`src/rtl/apb_param_regfile.sv`:
```
// APB slave register bank: DEPTH words, byte strobes, wait states,
// read-only hardware-status window at the top, PSLVERR on bad access.
module apb_param_regfile #(
  parameter int DATA_WIDTH  = 32,
  parameter int ADDR_WIDTH  = 32,
  parameter int DEPTH       = 16,
  parameter int RO_COUNT    = 2,
  parameter int WAIT_STATES = 0
) (
  input  logic                           clock,
  input  logic                           reset,
  input  logic [ADDR_WIDTH-1:0]          address,
  input  logic                           select,
  input  logic                           enable,
  input  logic                           write_en,
  input  logic [DATA_WIDTH-1:0]          write_data,
  input  logic [DATA_WIDTH/8-1:0]        strobe,
  input  logic [RO_COUNT*DATA_WIDTH-1:0] hw_status,
  output logic                           ready,
  output logic                           slave_error,
  output logic [DATA_WIDTH-1:0]          read_data
);

  localparam int NB  = DATA_WIDTH / 8;
  localparam int LSB = $clog2(NB);
  localparam int IW  = $clog2(DEPTH);
  localparam int RWN = DEPTH - RO_COUNT;
  localparam logic [ADDR_WIDTH-1:0] AMASK =
    ADDR_WIDTH'((1 << LSB) - 1);
  localparam logic [ADDR_WIDTH-1:0] DEPTH_A = ADDR_WIDTH'(DEPTH);
  localparam logic [ADDR_WIDTH-1:0] RWN_A = ADDR_WIDTH'(RWN);

  typedef enum logic [1:0] {
    S_IDLE,
    S_SETUP,
    S_ACCESS
  } state_t;

  state_t                r_state;
  state_t                w_next;
  logic [3:0]            r_wait;
  logic [IW-1:0]         r_idx;
  logic                  r_we;
  logic                  r_err;
  logic [DATA_WIDTH-1:0] r_wdata;
  logic [NB-1:0]         r_strb;
  logic [DATA_WIDTH-1:0] r_regs [RWN];
  logic [DATA_WIDTH-1:0] w_words [DEPTH];

  logic [ADDR_WIDTH-1:0] w_word_idx;
  logic                  w_err;
  logic                  w_start;
  logic                  w_live;
  logic                  w_hold;
  logic                  w_done;
  logic                  w_commit;

  assign w_word_idx = address >> LSB;
  assign w_err = ((address & AMASK) != '0)
               | (w_word_idx >= DEPTH_A)
               | (write_en & (w_word_idx >= RWN_A));

  assign w_start  = (r_state == S_IDLE) & select & ~enable;
  assign w_live   = (r_state == S_ACCESS) & select & enable;
  assign w_hold   = w_live & (r_wait != 4'd0);
  assign w_done   = w_live & (r_wait == 4'd0);
  assign w_commit = w_done & r_we & ~r_err;

  // Top RO_COUNT words come straight from hardware status
  for (genvar g = 0; g < DEPTH; g++) begin : g_word
    if (g < RWN) begin : g_rw
      assign w_words[g] = r_regs[g];
    end else begin : g_ro
      assign w_words[g] =
        hw_status[(g-RWN)*DATA_WIDTH +: DATA_WIDTH];
    end
  end

  always_ff @(posedge clock) begin
    if (reset) begin
      r_state <= S_IDLE;
    end else begin
      r_state <= w_next;
    end
  end

  always_comb begin
    w_next = r_state;
    unique case (r_state)
      S_IDLE:   if (select & ~enable) w_next = S_SETUP;
      S_SETUP:  w_next = select ? S_ACCESS : S_IDLE;
      S_ACCESS: begin
        if (~select | ~enable | (r_wait == 4'd0)) begin
          w_next = S_IDLE;
        end
      end
      default:  w_next = S_IDLE;
    endcase
  end

  always_ff @(posedge clock) begin
    if (reset) begin
      r_wait  <= '0;
      r_idx   <= '0;
      r_we    <= 1'b0;
      r_err   <= 1'b0;
      r_wdata <= '0;
      r_strb  <= '0;
      for (int i = 0; i < RWN; i++) begin
        r_regs[i] <= '0;
      end
    end else begin
      if (w_start) begin
        r_wait  <= 4'(WAIT_STATES);
        r_idx   <= address[LSB +: IW];
        r_we    <= write_en;
        r_err   <= w_err;
        r_wdata <= write_data;
        r_strb  <= strobe;
      end else if (w_hold) begin
        r_wait <= r_wait - 4'd1;
      end
      if (w_commit) begin
        for (int i = 0; i < RWN; i++) begin
          for (int b = 0; b < NB; b++) begin
            if (r_idx == IW'(i) && r_strb[b]) begin
              r_regs[i][8*b +: 8] <= r_wdata[8*b +: 8];
            end
          end
        end
      end
    end
  end

  always_comb begin
    ready       = (r_state == S_ACCESS) && (r_wait == 4'd0);
    slave_error = ready & r_err;
    read_data   = '0;
    if (ready & ~r_err & ~r_we) begin
      read_data = w_words[r_idx];
    end
  end

endmodule

```
`config.mk`:
```
export PLATFORM = sky130hd
export DESIGN_NAME = apb_param_regfile
export DESIGN_NICKNAME = d
export VERILOG_FILES = /design/src/rtl/apb_param_regfile.sv
export SDC_FILE = /design/constraint.sdc
export NUM_CORES = 1
export LEC_CHECK = 0
export ABC_AREA = 1
export CAP_MARGIN = 20
export CORE_MARGIN = 2
export CORE_UTILIZATION = 60
export CTS_CLUSTER_SIZE = 20
export DETAILED_ROUTE_END_ITERATION = 12
export PLACE_DENSITY = 0.9
export REMOVE_ABC_BUFFERS = 1
export SLEW_MARGIN = 15
export SYNTH_ARGS = -nofsm -noshare
export SYNTH_HDL_FRONTEND = slang
export SYNTH_SLANG_ARGS = --single-unit
```
`constraint.sdc`:
```
create_clock -name clock -period 3.6 [get_ports clock]
set_clock_uncertainty 0.1 [all_clocks]
set_input_delay 0.54 -clock clock [delete_from_list [all_inputs] [get_ports clock]]
set_output_delay 0.54 -clock clock [all_outputs]
set_load 0.05 [all_outputs]
```
# Word level (Yosys, flattened, before mapping)
# Memory sizes are Yosys's and may differ from the RTL's.
# Cells that the tools add are included.
[word_totals]
ram_bits = 448
register_bits = 48
n_memories = 1
inputBits = 137
out_inout_bits = 34
[op_classes]
bitwise = 78
n_addsub = 1
reduce_logical = 64
muxes = 290
n_eq_ne = 17
magnitude_cmp = 3
[mem_list]
columns = ["memory", "words", "word_bits", "rd", "rd_clocked_by_memory_dff", "write_ports", "line_no", "text"]
rows = [
  ["r_regs", 14, 32, 14, 0, 14, "47", "logic [DATA_WIDTH-1:0] r_regs [RWN];"],
]
[ops]
columns = ["op", "n"]
rows = [
  ["$mux 8", 56],
  ["$mux 1", 226],
  ["$bmux 32 s4", 1],
  ["$mux 32", 3],
  ["$or 1x1->1", 60],
  ["$logic_and 1x1->1", 57],
  ["$reduce_bool 32->1", 1],
  ["$ge 30x4->1 const B", 1],
  ["$ge 30x5->1 const B", 1],
  ["$eq 4x4->1 const B", 6],
  ["$eq 4x3->1 const B", 4],
  ["$and 1x1->1", 13],
  ["$eq 4x2->1 const B", 2],
  ["$logic_not 4->1", 2],
  ["$mux 2", 3],
  ["$pmux 2 s3", 1],
  ["$ge 5x5->1 const B", 1],
  ["$not 4->5", 1],
  ["$eq 4x1->1 const B", 1],
  ["$ne 2x1->1 const B", 2],
  ["$not 1->1", 4],
  ["$reduce_bool 4->1", 1],
  ["$sub 4x1->4 const B", 1],
  ["$eq 2x1->1 const B", 1],
  ["4 further kinds", 4],
]

# Depth between registers and ports, before layout
# Gate-level depths: netlist of run 1.
[depth]
word_depth = 10
mapped_depth = 11
ltp_nobuf = 10

# Worst setup path before layout of run 1
# OpenSTA, ideal clock, no wires.
[synth_path]
kind = "register -> output"
start = "reg r_wait[0]"
end = "out read_data[15]"
path_stages_with_launch = 10
slack_ns = 0.925
arrival_time_ns = 2.035
path_cell_list = "dfxtp_1 > inv_1 > ha_1 > nand2_1 > nor2_2 > nand2_1 > nor3_2 > clkbuf_1 > nand3_1 > nor2_1"
[synth_between]
elab_chain_len = 5
[synth_rtl]
columns = ["element", "line_no", "text"]
rows = [
  ["from (decl)", "41", "logic [3:0] r_wait;"],
  ["from (signal assigned)", "114", "r_wait <= 4'(WAIT_STATES);"],
  ["from (signal assigned)", "121", "r_wait <= r_wait - 4'd1;"],
  ["$logic_not 4->1", "136", "ready = (r_state == S_ACCESS) && (r_wait == 4'd0);"],
  ["$logic_and 1x1->1", "136", ""],
  ["$and 1x1->1 (2 in a row)", "139", "if (ready & ~r_err & ~r_we) begin"],
  ["$mux 32", "139", ""],
  ["to (decl)", "21", "output logic [DATA_WIDTH-1:0] read_data"],
]
# No other way between the ends.

# Final worst setup path of run 1
[layout_path]
start = "reg r_idx[0]"
end = "out read_data[23]"
[layout_between]
elab_chain_len = 5
[layout_rtl]
columns = ["element", "line_no", "text"]
rows = [
  ["from (decl)", "42", "logic [IW-1:0] r_idx;"],
  ["from (signal assigned)", "115", "r_idx <= address[LSB +: IW];"],
  ["$not 4->5 (implied by the code)", "140", "read_data = w_words[r_idx];"],
  ["$bmux 32 s4", "140", ""],
  ["$mux 32 (implied by the code) (2 in a row)", "140", ""],
  ["$mux 32", "139", ""],
]
# No other way between the ends. The select of a mux whose other input is x is not followed.

==> impl_metrics.ini, run 1 <==
[clocking]
cts_tree = done
clkSinkCount = 496
insertion_delay_ns = 0.56
cts-root-buf = clkbuf_16
numCtsBuffers = 48
cts_htree_levels = 2
clock_path_buffers = 3
cts.clk_slew.worst_paths_ns = 0.06

[grt]
grt-ovfl-total = 0
grt_max_degree = 80
grt_pass1_wl_um = 102800
grt_pass1_vias = 19220
grt_usage = 0.3445
antenna_found_initial = 2

[place]
gp_congestion = 0.9259
place_hpwl_um = 41890
place_area_um2 = 25220
numPortBuffers = 170

[die]
fp.dieArea_um2 = 39280
initial_core_util = 0.6050
io_pins = 171
core_um2 = 37400
rows = 71
die_h_um = 198.2
die_w_um = 198.2

[logic_synthesis]
netlist_area_um2 = 22630
ys_warn_count = 0
syn_avg_cell_area_um2 = 9.018
synth_cells = 2509
ys_seq_area_frac = 0.6370
synth_seq_cells = 496
ys_types = 27

[setup_path]
path_cells = inv_4 > nor2_2 > buf_4 > nand2_1 > nand4_1 > nand2_1 > nand2_1 > nor2_1 > buf_12
cp-end-kind = output pin
cp_top_family = simple AND/OR/NAND/NOR gates
critPathMaxStageDelay_ns = 0.56
critPathBufInv = 3
crit_top_cell = nand2_1
critPathRequiredTime_ns = 2.96
slowest_stage = nor2_2
crit_fanout = 35
setup.worst_path.start_class = flop
crit_type = flop to output pin
arrival_ns = 2.90

[cells_and_area]
n_antenna_cell = 0
drive_above_1_share = 0.07851
post-route-util = 0.7169
final_cell_area_um2 = 26810
layout.nets = 2814
area_growth_syn_to_layout_pct = 18.49

[routing]
via_per_inst = 5.962
ant_nets = 0
firstDrtPassIters = 7
drc = 0
vias = 19220
wire_per_inst_um = 20.81
drt_iter0_drc = 2746
wl_um = 67090

[timing]
fmax_mhz = 282.1
post-route-min-period_ns = 3.545
finalSetupViolations = 0
drv_slew = 0
tightest_slew_ns = 1.079
finalCritPeriodShare = 0.9846
maxSlewHeadroom = 0.2800
whs_ns = 0.3619
hold_violations = 0

[flow_run]
cap_viol_max_count = 0

[pwr]
p_leak_uw = 0.01045
powerDensity_nw_per_um2 = 475.4
vdd_drop_max_mv = 0.3367
p_total_uw = 12750

[min_path]
hold_class = flop to flop

[status]
status = finished clean
==> worst paths after layout <==
check            start  depth (start not counted)  slack [ns]             to
max           r_idx[0]                          9        0.06  read_data[23]
min          r_wait[0]                          2        0.36      r_wait[0]
max reg2reg   r_idx[0]                          6        0.44  r_regs[1][14]
min reg2reg  r_wait[0]                          2        0.36      r_wait[0]
==> power breakdown <==
part	total, µW	switching, µW	internal [µW]
logic	1170	790	378
clock network	5010	2140	2870
registers	6560	80.1	6480
total	12700	3010	9740
==> worst register-to-register path: cells and delay by family, from the launching register on <==
family,cells,cell delay [ns]
and+or+nand+nor,4,1.63
DFF,1,0.44
buffers and inverters,2,0.66
==> cell families (layout without fill, tap and decap cells) <==
family,count (synthesis),in the layout,synth area share
AOI/OAI and AO/OA,187,187,0.04479
xor gates and xnor gates,2,2,0.0007743
adders and majority gates,2,2,0.001106
buffers and inverters,301,505,0.05380
DFF,496,496,0.6370
and+or+nand+nor,1521,1521,0.2625
==> layer usage <==
layer | global-route usage | share of wire | vias up
li1 | - | - | 8362
met1 | 0.4129 | 0.32 | 8782
met2 | 0.5634 | 0.46 | 1709
met3 | 0.1076 | 0.15 | 370
met4 | 0.1754 | 0.058 | 0
met5 | 0 | 0 | -
==> flip-flops by register name, indices dropped and copies added, names as in the netlist <==
| register | cells |
|---|---|
| r_regs | 448 |
| r_err | 1 |
| r_wait | 4 |
| r_idx | 4 |
| r_state | 2 |
| r_we | 1 |
| r_strb | 4 |
| r_wdata | 32 |
==> cell usage after synthesis <==
cell,count,share of area
clkinv_1,33,0.0055
nor3_1,1,0.00022
nand3_1,42,0.0093
o21bai_1,31,0.010
nor3_2,1,0.00044
a21oi_1,5,0.0011
or2_2,1,0.00028
xnor2_1,1,0.00039
edfxtp_1,448,0.59
o21ai_0,131,0.029
o21ai_1,20,0.0044
clkinv_2,4,0.00088
nor2_1,880,0.15
nand2_2,40,0.011
ha_1,2,0.0011
nor2_2,5,0.0014
nand4_1,22,0.0061
inv_1,157,0.026
buf_1,2,0.00033
xor2_1,1,0.00039
buf_2,42,0.0093
clkbuf_1,52,0.0086
nand2_1,529,0.088
inv_2,4,0.00066
dfxtp_1,48,0.042
buf_6,1,0.00050
buf_4,6,0.0020
==> final cells by class <==
class                      instances  area (µm²)
fill                            2399       10590
inverter                         198       754.5
clock inverter                    21       172.7
timing repair buffer             219        2436
tap                              511       639.4
sequential                       496       14420
clock buffer                      67        1375
multi-input combinational       1712        7014
==> cells in the final DEF (no fill, tap or decap), types with 8 or more instances in the layout <==
master | synthesis | routed
o21ai_1 | 20 | 20
o21bai_1 | 31 | 31
edfxtp_1 | 448 | 448
clkdlybuf4s50_1 | 0 | 138
inv_1 | 157 | 156
nand2_1 | 529 | 527
clkbuf_1 | 52 | 11
dfxtp_1 | 48 | 46
buf_4 | 6 | 42
nand3_1 | 42 | 42
nor2_1 | 880 | 877
clkinv_2 | 4 | 13
clkinv_1 | 33 | 41
clkbuf_16 | 0 | 50
nand2_2 | 40 | 42
nand4_1 | 22 | 22
buf_12 | 0 | 34
nor2_2 | 5 | 8
o21ai_0 | 131 | 131
==> through the flow <==
step / TNS, ns / std cells / setup WS (ns)
finish: 0 / 3224 / 0.05530
global route: -0.005482 / 3224 / -0.005482
CTS: 0 / 3222 / 0.001585
detailed placement: 0 / 3134 / 0.5758
global placement: 0 / 3134 / 0.6407
floorplan: -1693.05 / 2406 / -4.186
==> repair_timing <==
item / CTS / global route
gates resized for setup: 1 / 5
hold buffers: 0 / 0
setup endpoints to repair: 1 / 29
setup buffers: 0 / 2
(Power assumes the default switching activity.)
==> run 2, diff against run 1 <==
- SLEW_MARGIN: 15 -> default
- TNS_END_PERCENT: default -> 20
==> results of run 2 <==
No change in the layout: final DEF, timing and power equal those of run 1.
